==> src/rtl/pipe_adder.sv <==
`default_nettype none
// ============================================================================
// Module   : pipe_adder
// Function : WIDTH-bit adder split into WIDTH/CHUNK ripple-carry stages with
//            a valid/ready handshake and a global pipeline stall.
// Revision : 1.0
// ============================================================================
module pipe_adder #(
    parameter int WIDTH = 16,
    parameter int CHUNK = 4
) (
    input  logic             clk,
    input  logic             rst_n,
    input  logic             in_valid,
    output logic             in_ready,
    input  logic [WIDTH-1:0] a,
    input  logic [WIDTH-1:0] b,
    input  logic             cy_in,
    output logic             out_valid,
    input  logic             out_ready,
    output logic [WIDTH-1:0] sum,
    output logic             cy_out,
    output logic             ovf
);

    localparam int STAGES = WIDTH / CHUNK;

    logic             adv;
    logic             st_v [STAGES];
    logic [WIDTH-1:0] st_x [STAGES];
    logic             st_c [STAGES];
    logic             v_in [STAGES];
    logic [WIDTH-1:0] x_in [STAGES];
    logic [WIDTH-1:0] y_in [STAGES];
    logic             c_in [STAGES];

    assign adv      = !st_v[STAGES-1] || out_ready;
    assign in_ready = adv;

    genvar k;
    generate
        for (k = 0; k < STAGES; k++) begin : g_stage
            logic             v_q, v_d;
            logic [WIDTH-1:0] x_q, x_d;
            logic             c_q, c_d;
            logic             carry;
            logic [CHUNK-1:0] ca, cb;

            if (k == 0) begin : g_head
                assign v_in[0] = in_valid;
                assign x_in[0] = a;
                assign y_in[0] = b;
                assign c_in[0] = cy_in;
            end else begin : g_link
                assign v_in[k] = st_v[k-1];
                assign x_in[k] = st_x[k-1];
                assign c_in[k] = st_c[k-1];
            end

            // x carries sum chunks below this stage and raw A chunks above it
            always_comb begin
                v_d   = v_in[k];
                x_d   = x_in[k];
                ca    = x_in[k][k*CHUNK +: CHUNK];
                cb    = y_in[k][k*CHUNK +: CHUNK];
                carry = c_in[k];
                for (int i = 0; i < CHUNK; i++) begin
                    x_d[k*CHUNK+i] = ca[i] ^ cb[i] ^ carry;
                    carry          = (ca[i] & cb[i]) | (carry & (ca[i] ^ cb[i]));
                end
                c_d = carry;
            end

            always_ff @(posedge clk) begin
                if (!rst_n) begin
                    v_q <= 1'b0;
                    x_q <= '0;
                    c_q <= 1'b0;
                end else if (adv) begin
                    v_q <= v_d;
                    x_q <= x_d;
                    c_q <= c_d;
                end
            end

            assign st_v[k] = v_q;
            assign st_x[k] = x_q;
            assign st_c[k] = c_q;

            if (k < STAGES-1) begin : g_fwd
                logic [WIDTH-1:0] y_q, y_d;
                assign y_d = y_in[k];
                always_ff @(posedge clk) begin
                    if (!rst_n) begin
                        y_q <= '0;
                    end else if (adv) begin
                        y_q <= y_d;
                    end
                end
                assign y_in[k+1] = y_q;
            end

            if (k == STAGES-1) begin : g_tail
                logic ovf_q, ovf_d;
                // carry into the MSB recovered as a ^ b ^ sum at that bit
                assign ovf_d = x_in[k][WIDTH-1] ^ y_in[k][WIDTH-1] ^ x_d[WIDTH-1] ^ c_d;
                always_ff @(posedge clk) begin
                    if (!rst_n) begin
                        ovf_q <= 1'b0;
                    end else if (adv) begin
                        ovf_q <= ovf_d;
                    end
                end
                assign ovf = ovf_q;
            end
        end
    endgenerate

    assign out_valid = st_v[STAGES-1];
    assign sum       = st_x[STAGES-1];
    assign cy_out    = st_c[STAGES-1];

endmodule
`default_nettype wire
==> config.mk <==
export PLATFORM = sky130hd
export DESIGN_NAME = pipe_adder
export DESIGN_NICKNAME = d
export VERILOG_FILES = /design/src/rtl/pipe_adder.sv
export SDC_FILE = /design/constraint.sdc
export NUM_CORES = 1
export LEC_CHECK = 0
export ABC_AREA = 1
export CAP_MARGIN = 15
export CORE_MARGIN = 2
export CORE_UTILIZATION = 40
export DETAILED_ROUTE_END_ITERATION = 8
export MAX_ROUTING_LAYER = met4
export PLACE_DENSITY = 0.64
export SLEW_MARGIN = 25
export SYNTH_ARGS = -nofsm -noshare
export SYNTH_HDL_FRONTEND = slang
export SYNTH_SLANG_ARGS = --single-unit
==> constraint.sdc <==
create_clock -name clk -period 2.5 [get_ports clk]
set_input_delay 0.5 -clock clk [delete_from_list [all_inputs] [get_ports clk]]
set_output_delay 0.5 -clock clk [all_outputs]
set_load 0.1 [all_outputs]
Word-level counts from Yosys, hierarchy flattened
Index checks and enable logic that the tools add are counted.
{ "word_totals": {"reg_bits": 121, "in_bits": 37, "out_inout_bits": 20, "word_cells": 100} }
{ "classes": {"n_bitwise": 82, "reduce_logical": 2} }
{ "ops": {"columns": ["cell", "n"], "rows": [
  ["$xor A1 B1 Y1", 34],
  ["$and A1 B1 Y1", 32],
  ["$or A1 B1 Y1", 16],
  ["$logic_not A1 Y1", 1],
  ["$logic_or A1 B1 Y1", 1]
]} }

Logic depth before layout (Yosys ltp)
Gate-level depths: netlist (run 1).
{ "depth": {"depth_word": 10, "depth_mapped": 13, "ltp_nobuf": 13} }

Worst setup path before layout (run 1)
No wires, ideal clock.
{ "synth_timing": {"kind": "register to output", "from": "register g_stage[3].v_q, in the netlist out_valid", "to": "output in_ready", "t_arrival_ps": 1707, "required_time_ps": 2000, "path_slack_ps": 293, "stages_incl_launch_ff": 4, "n_path_buf": 2, "path_cell_list": "dfxtp_1 > nand2_2 > buf_6 > buf_2"} }
{ "synth_between": {"elab_chain_len": 2} }
{ "synth_lines": {"columns": ["item", "line_no", "source"], "rows": [
  ["start: declaration", "43", "logic v_q, v_d;"],
  ["start signal: assignment", "80", "v_q <= v_d;"],
  ["$logic_not A1 Y1", "37", "assign adv = !st_v[STAGES-1] || out_ready;"],
  ["$logic_or A1 B1 Y1", "37", null],
  ["end: declaration", "15", "output logic in_ready,"]
]} }
Every way passes these cells.

Final worst setup path (run 1)
{ "layout_timing": {"from": "register g_stage[2].x_q[12]", "to": "register g_stage[3].g_tail.ovf_q, in the netlist ovf"} }
{ "layout_between": {"elab_chain_len": 10, "elab_cells_between_ends": 13, "cone_classes": "bitwise (13)"} }
{ "layout_lines": {"columns": ["item", "line_no", "source"], "rows": [
  ["start: declaration", "44", "logic [WIDTH-1:0] x_q, x_d;"],
  ["start signal: assignment", "77", "x_q <= '0;"],
  ["start signal: assignment", "81", "x_q <= x_d;"],
  ["$xor A1 B1 Y1", "69", "carry = (ca[i] & cb[i]) | (carry & (ca[i] ^ cb[i]));"],
  ["$and A1 B1 Y1", "69", null],
  ["$or A1 B1 Y1 (*)", "69", null],
  ["$and A1 B1 Y1 (*)", "69", null],
  ["$or A1 B1 Y1 (*)", "69", null],
  ["$and A1 B1 Y1 (*)", "69", null],
  ["$or A1 B1 Y1 (*)", "69", null],
  ["$xor A1 B1 Y1 or $and A1 B1 Y1 (tied branches)", "68, 69", null],
  ["$xor A1 B1 Y1 or $or A1 B1 Y1 (tied branches)", "106, 69", null],
  ["$xor A1 B1 Y1 (*)", "106", "assign ovf_d = x_in[k][WIDTH-1] ^ y_in[k][WIDTH-1] ^ x_d[WIDTH-1] ^ c_d;"],
  ["end signal: assignment", "111", "ovf_q <= ovf_d;"],
  ["end: declaration", "104", "logic ovf_q, ovf_d;"]
]} }
Every way passes the cells marked *; elsewhere a longest branch is shown, timed or not.
A chain may end at the register's enable or synchronous reset.

==> reports/summary.txt, run 1 <==
Peak supply drop - 260.2 uV
Ys Warns - 0
Kind of critical path - register to register
Slew Viols, Final - 0
Layout cells sized above 1 - 0.09363
Antenna viol nets, final - 0
Commonest non-fill, non-tap cell in the layout - nor2_1
Largest net degree at the start of global routing - 51
Boundary Pins - 57
Fin crit period - 2338 ps
Final Hold Viols - 0
Clock Pin Slew Worst Setup and Hold Paths - 90 ps
Area of the multi-input gates - 0.001528 mm2
FMAX - 427.6 MHz
CP Launch Type - register
Post-synthesis cell count - 453
Outcome - completed
Initial antenna violation count - 0
Synth area leaders - dfxtp_1 52%, nor2_1 14%, o21ai_0 12%
WL/cell - 12.69 um
Critical Path Sink Type - register
Clock latency on the worst-skew pair - 360 ps
Largest stage delay on the critical path - 450 ps
CTS Buf Count - 9
P_leak - 1.871 nW
Synthesized flop and latch total - 97
Delay-heaviest family, CP - adder cells
Drc violations - 0
Placed insts - 597
Via count - 2,957
Vias per cell - 4.824
Vias in the first global route - 2,770
Setup TNS - 0 ps
First-pass GRT wire length - 12,850 um
CTS resizes - 0
Post-CTS Setup Inserts - 0
Final period utilization - 0.9354
DPL Wire Length - 5154 um
Worst EP arrival - 2610 ps
Site row count - 35
Congestion Overflow GR - 0
DIE AREA - 0.01018 mm2
Slew @ Worst Pin - 542.6 ps
CP max stage cell - fa_1
RSZ-0062 raised after global routing - false
Clock Path Buffers - 2
Gpl congestion - 0.7923
Synthesized area per cell - 8.292 um2
PwrDens - 740.6 mW/mm2
Final-layout fill cell count - 901
CTS sink count - 97
Synth top area share - 0.5170
Net Count, Synth - 507
Total core area - 0.009196 mm2
Finished Layout Cells - 613
Critical path fanouts, max - 3
Most frequent cells in the layout - 142 x nor2_1, 97 x dfxtp_1, 88 x o21ai_0
Max_slew headroom - 0.6383
DRT Wirelength - 7782 um
CTS H-tree lvls - 3
HP Class - register to register
Fin util - 0.4992
DR iter-0 viols - 120
Final-stage net count - 551
Clock root buffer - clkbuf_8
Reg area - 0.001942 mm2
CP Data Required Time - 2770 ps
Cts hold-fix bufs - 0
Mapped cell area - 0.003756 mm2
Register area share after synthesis - 0.5170
Syn-to-layout area delta - 22.22%
Initial Utilization - 0.4084
CTS tree - done
Max cap viols - 0
Die Y - 100.9 um
Buf/Inv on CP - 4
Worst clock skew - 8.645 ps
Post-synthesis cell type with the largest combined area - dfxtp_1
Post-synthesis cell type count - 19
Drt first pass iters - 4
Count of final setup violators - 0
Port Buf Inserts - 56
Ant diodes - 0
Die X - 100.9 um
Worst-path cell chain - inv_1 -> fa_1 -> inv_1 -> fa_1 -> fa_1 -> inv_1 -> fa_1 -> inv_1 -> nand2_1 -> nand2_1 -> nand2_1 -> nand2_1 -> nor2_1
GRT Overall Usage - 0.1655
state kept, by name, indices dropped and copies added (netlist names):
signal	count
sum	16
g_stage.x_q	48
ovf	1
g_stage.g_fwd.y_q	24
g_stage.c_q	3
g_stage.v_q	3
out_valid	1
cy_out	1
Yosys cell counts (all sizes together):
cell type  number
a21boi          1
a21oi          26
buf            14
clkbuf         16
dfxtp          97
fa             16
ha              1
inv            35
nand2           8
nand3           1
nor2          143
o21ai          95
per-stage QoR:
stage               setup slack [ps]  hold slack [ps]  power [mW]  area [um2]
floorplan                      292.8            424.2       2.064        3756
global placement              -93.23            440.4       2.212        4348
detailed placement            -146.1            446.7       2.220        4348
CTS                            149.0            460.8       3.430        4591
global route                   47.58            498.3       3.535        4591
finish                         161.6            459.8       3.400        4591
report_power, final:
| group | total (mW) | switching (mW) | leakage [nW] | internal (mW) |
|---|---|---|---|---|
| logic | 0.477 | 0.302 | 0.955 | 0.174 |
| registers | 1.71 | 0.0542 | 0.799 | 1.65 |
| clock network | 1.22 | 0.547 | 0.117 | 0.670 |
| total | 3.40 | 0.903 | 1.87 | 2.50 |
final timing paths:
check	from	endpoint	slack, ps	cells after the start
max	g_stage[2].x_q[12]$_SDFFE_PN0P_	ovf$_SDFFE_PN0P_	160	13
min	g_stage[2].v_q$_SDFFE_PN0P_	g_stage[2].v_q$_SDFFE_PN0P_	460	2
max reg2reg	g_stage[2].x_q[12]$_SDFFE_PN0P_	ovf$_SDFFE_PN0P_	160	13
min reg2reg	g_stage[2].v_q$_SDFFE_PN0P_	g_stage[2].v_q$_SDFFE_PN0P_	460	2
area by class of cell:
cell class                      count  area share
Tap cell                          111     0.03025
Clock buffer                       10     0.02780
Clock inverter                      6     0.02507
Timing Repair Buffer               63      0.1325
Sequential cell                    97      0.4230
Inverter                           35     0.02862
Multi-Input combinational cell    291      0.3328
kinds of logic after synthesis:
| logic type | count (synthesis) | share of synthesized area |
|---|---|---|
| and+or+nand+nor | 152 | 0.1549 |
| AOI/OAI and AO/OA | 122 | 0.1632 |
| DFF | 97 | 0.5170 |
| buffers and inverters | 65 | 0.07628 |
| adders and majority gates | 17 | 0.08861 |
tightest hold or removal path: cells and delay by family, from the launching register on:
| family | cells | cell delay, ps |
|---|---|---|
| AO/OA/AOI/OAI | 1 | 60 |
| buffers and inverters | 1 | 50 |
| flip-flops | 1 | 310 |
per-layer routing:
metal	wire length [um]	share of wire	GRT usage
met5	0	0	-
met4	140	0.018	0.07484
met3	295	0.038	0.02774
met2	3400	0.44	0.2446
met1	3946	0.51	0.2231
Power figures use the tool's default switching activity.
==> inputs of run 2 (changes only) <==
- ABC_AREA: 1 -> unset
- PLACE_DENSITY: 0.64 -> 0.63
==> run 2 against run 1 <==
Effect of this change: critical path depth is 3 lower; area after synthesis is 8.9% higher; sequential power is 2% lower; flip-flop and latch count stayed put; total power is 13% lower; via count is 1.8% lower; count of clock-buffer cells in the layout is 1 higher; critical path type is now input port to register; largest power group unchanged.
==> reports/summary.txt, run 2 <==
Outcome - completed
Initial antenna violation count - 0 (unchanged)
Delay-heaviest family, CP - adder cells
Final-stage net count - 548 (-0.54%)
Final-layout fill cell count - 963 (+6.9%)
Boundary Pins - 57 (unchanged)
Kind of critical path - input port to register
Largest net degree at the start of global routing - 100 (+96%)
Worst EP arrival - 2670 ps (+60 ps)
Ys flop type - dfxtp_1
Buf/Inv on CP - 4 (unchanged)
Congestion Overflow GR - 0 (unchanged)
Register area share after synthesis - 0.4749 (-0.04208)
Critical Path Sink Type - register
Total core area - 0.009864 mm2 (+7.3%)
DRT Wirelength - 7405 um (-4.8%)
Logic pwr share - 0.123 (-0.017)
Net Sw Frac - 0.2624 (-0.003244)
HP Class - register to register
P_leak - 2.034 nW (+8.7%)
Drc violations - 0 (unchanged)
DIE AREA - 0.01105 mm2 (+8.5%)
Top-count cell post-synth - nand2_1
Worst clock skew - 15.06 ps (+6.415 ps)
Site row count - 36 (+2.9%)
Most frequent cells in the layout - 178 x nand2_1, 97 x dfxtp_1, 74 x a21boi_1
Post-synth EDFFs - 0 (unchanged)
CTS sink count - 97 (unchanged)
Syn-to-layout area delta - 17.20%
First-pass GRT wire length - 12,490 um (-2.8%)
Largest stage delay on the critical path - 410 ps (-40 ps)
Finished Layout Cells - 632 (+3.1%)
RSZ-0062 raised after global routing - false
Vias per cell - 4.595 (-4.7%)
Final Hold Viols - 0 (unchanged)
Slew @ Worst Pin - 381.4 ps (-161.2 ps)
Largest Register - g_stage.x_q
Commonest non-fill, non-tap cell in the layout - nand2_1
FFs w/ async S/R, synth - 0 (unchanged)
Clock Pin Slew Worst Setup and Hold Paths - 80 ps (about the same)
Via count - 2,904 (-1.8%)
Most used routing layer - met2
Fin crit period - 2377 ps (+39.07 ps)
Worst-path cell chain - clkdlybuf4s50_1 -> inv_1 -> fa_1 -> inv_1 -> fa_1 -> fa_1 -> inv_1 -> fa_1 -> nand2_1 -> o211a_1
Pint - 2.175 mW (-13%)
Net Count, Synth - 510 (+0.59%)
Count of final setup violators - 0 (unchanged)
Clock share of power - 0.309 (-0.049)
Die Y - 105.1 um (+4.2%)
PwrDens - 615.5 mW/mm2 (-17%)
Max_slew headroom - 0.7457 (+0.1074)
Net Sw Power - 0.7738 mW (-14%)
Layout cells sized above 1 - 0.09419 (+0.0005629)
Commonest cells in the netlist - 178 x nand2_1, 97 x dfxtp_1, 74 x a21boi_1, 28 x inv_1, 16 x fa_1
Total Power - 2.949 mW (-13%)
CTS tree - done
Vias in the first global route - 2,773 (+0.11%)
Ant diodes - 0 (unchanged)
Placed insts - 616 (+3.2%)
Drt first pass iters - 4 (unchanged)
Post-synthesis cell type with the largest combined area - dfxtp_1
CTS H-tree lvls - 3 (unchanged)
Slew Viols, Final - 0 (unchanged)
Die X - 105.1 um (+4.2%)
Antenna viol nets, final - 0 (unchanged)
Mapped cell area - 0.004089 mm2 (+8.9%)
Setup slack at placement - -241.7 ps (-95.55 ps)
Synthesized flop and latch total - 97 (unchanged)
CP Launch Type - input port
Synth area leaders - dfxtp_1 47%, nand2_1 16%, a21boi_1 14%
Crit path top cell by count - fa_1
Critical path fanouts, max - 1 (-2)
WL/cell - 11.72 um (-7.7%)
Ys Warns - 0 (unchanged)
Reg power frac - 0.568 (+0.066)
Port Buf Inserts - 56 (unchanged)
DR iter-0 viols - 104 (-13%)
CP Data Required Time - 2800 ps (+30 ps)
Synth top area share - 0.4749 (-0.04208)
Cts hold-fix bufs - 0 (unchanged)
CTS Buf Count - 9 (unchanged)
DPL Wire Length - 4674 um (-9.3%)
Met3 usage - 0.02994 (+0.002205)
Gpl congestion - 0.7223 (-8.8%)
Final Worst Setup Slack - 122.6 ps (-39.07 ps)
Clock root buffer - clkbuf_8
Peak supply drop - 264.0 uV (+1.5%)
GR Layer Usage met1 - 0.1654 (-0.05778)
CP max stage cell - clkdlybuf4s50_1
FMAX - 420.6 MHz (-1.6%)
Clock latency on the worst-skew pair - 360 ps (about the same)
Initial Utilization - 0.4145 (+0.006075)
Max cap viols - 0 (unchanged)
Post-synthesis cell type count - 19 (unchanged)
GR Util met2 - 0.2458 (+0.001210)
Clock Path Buffers - 2 (unchanged)
Final period utilization - 0.9510 (+0.01563)
Max reg flops - 48 (unchanged)
Post-CTS Setup Inserts - 0 (unchanged)
GRT Overall Usage - 0.1440 (-0.02147)
Synthesized area per cell - 8.967 um2 (+8.1%)
Post-synthesis cell count - 456 (+0.66%)
[run 2: cell types whose count changed after synthesis, moves of 10 or more]
| cell | before | now |
|---|---|---|
| nand2_1 | 7 | 178 |
| o21ai_0 | 88 | 0 |
| a21boi_1 | 0 | 74 |
| o211a_1 | 0 | 12 |
| a21oi_1 | 26 | 0 |
| buf_6 | 2 | 12 |
| nor2_1 | 142 | 0 |
[run 2: cell type report]
| type | count | area [um2] | area share |
|---|---|---|---|
| clock buffers | 11 | 141.4 | 0.02950 |
| clock inverters | 5 | 31.28 | 0.006527 |
| inverters | 29 | 110.1 | 0.02298 |
| multi-input cells | 297 | 1815 | 0.3789 |
| flip-flops and latches | 97 | 1942 | 0.4052 |
| well taps | 133 | 166.4 | 0.03473 |
| repair buffers | 60 | 585.6 | 0.1222 |
[run 2: per-layer routing]
layer	part of all wire	wire (um)
met4	0.013	96
met3	0.026	194
met5	0	0
met2	0.50	3728
met1	0.46	3385
[run 2: path summary, 6_finish.rpt]
check                           depth (start not counted)                             end  slack (ps)                            start
worst max-delay path                                   10  g_stage[0].x_q[3]$_SDFFE_PN0P_         120                             a[0]
worst min-delay path                                    2  g_stage[1].x_q[3]$_SDFFE_PN0P_         450   g_stage[1].x_q[3]$_SDFFE_PN0P_
worst max register to register                         10                ovf$_SDFFE_PN0P_         160  g_stage[2].x_q[12]$_SDFFE_PN0P_
worst min register to register                          2  g_stage[1].x_q[3]$_SDFFE_PN0P_         450   g_stage[1].x_q[3]$_SDFFE_PN0P_
[run 2: power groups by stage]
stage / clock (mW) / sequential, mW / combinational, mW
finish: 0.911 / 1.67 / 0.364
global route: 1.01 / 1.69 / 0.401
CTS: 0.948 / 1.68 / 0.369
detailed placement: 0 / 1.71 / 0.367
global placement: 0 / 1.71 / 0.360
floorplan: 0 / 1.78 / 0.174
[run 2: through the flow]
step | cell area (um2) | setup TNS, ps | utilization | hold slack [ps]
floorplan | 4089 | 0 | - | 430.7
global placement | 4604 | -172.6 | 0.4668 | 437.1
detailed placement | 4604 | -312.4 | 0.4668 | 442.2
CTS | 4777 | 0 | 0.4843 | 454.6
global route | 4792 | 0 | 0.4858 | 468.1
finish | 4792 | 0 | 0.4858 | 451.3
[run 2: kinds of logic (layout without fill, tap and decap cells)]
group / Yosys count / in the layout / share of synthesized area
buf+inv: 62 / 105 / 0.08476
compound gates: 97 / 97 / 0.1854
flops: 97 / 97 / 0.4749
xor+xnor: 1 / 1 / 0.002142
fa+ha+maj: 17 / 17 / 0.08140
simple gates: 182 / 182 / 0.1714
[run 2: timing repair]
item	CTS	global route
gates resized for setup	0	5
hold endpoints to repair	0	0
setup endpoints to repair	0	1
[run 2: tightest hold or removal path, cell delays in order, from the launching register on]
cell      delay (ps)
dfxtp_1          320
nand2_1           50
a21boi_1          40
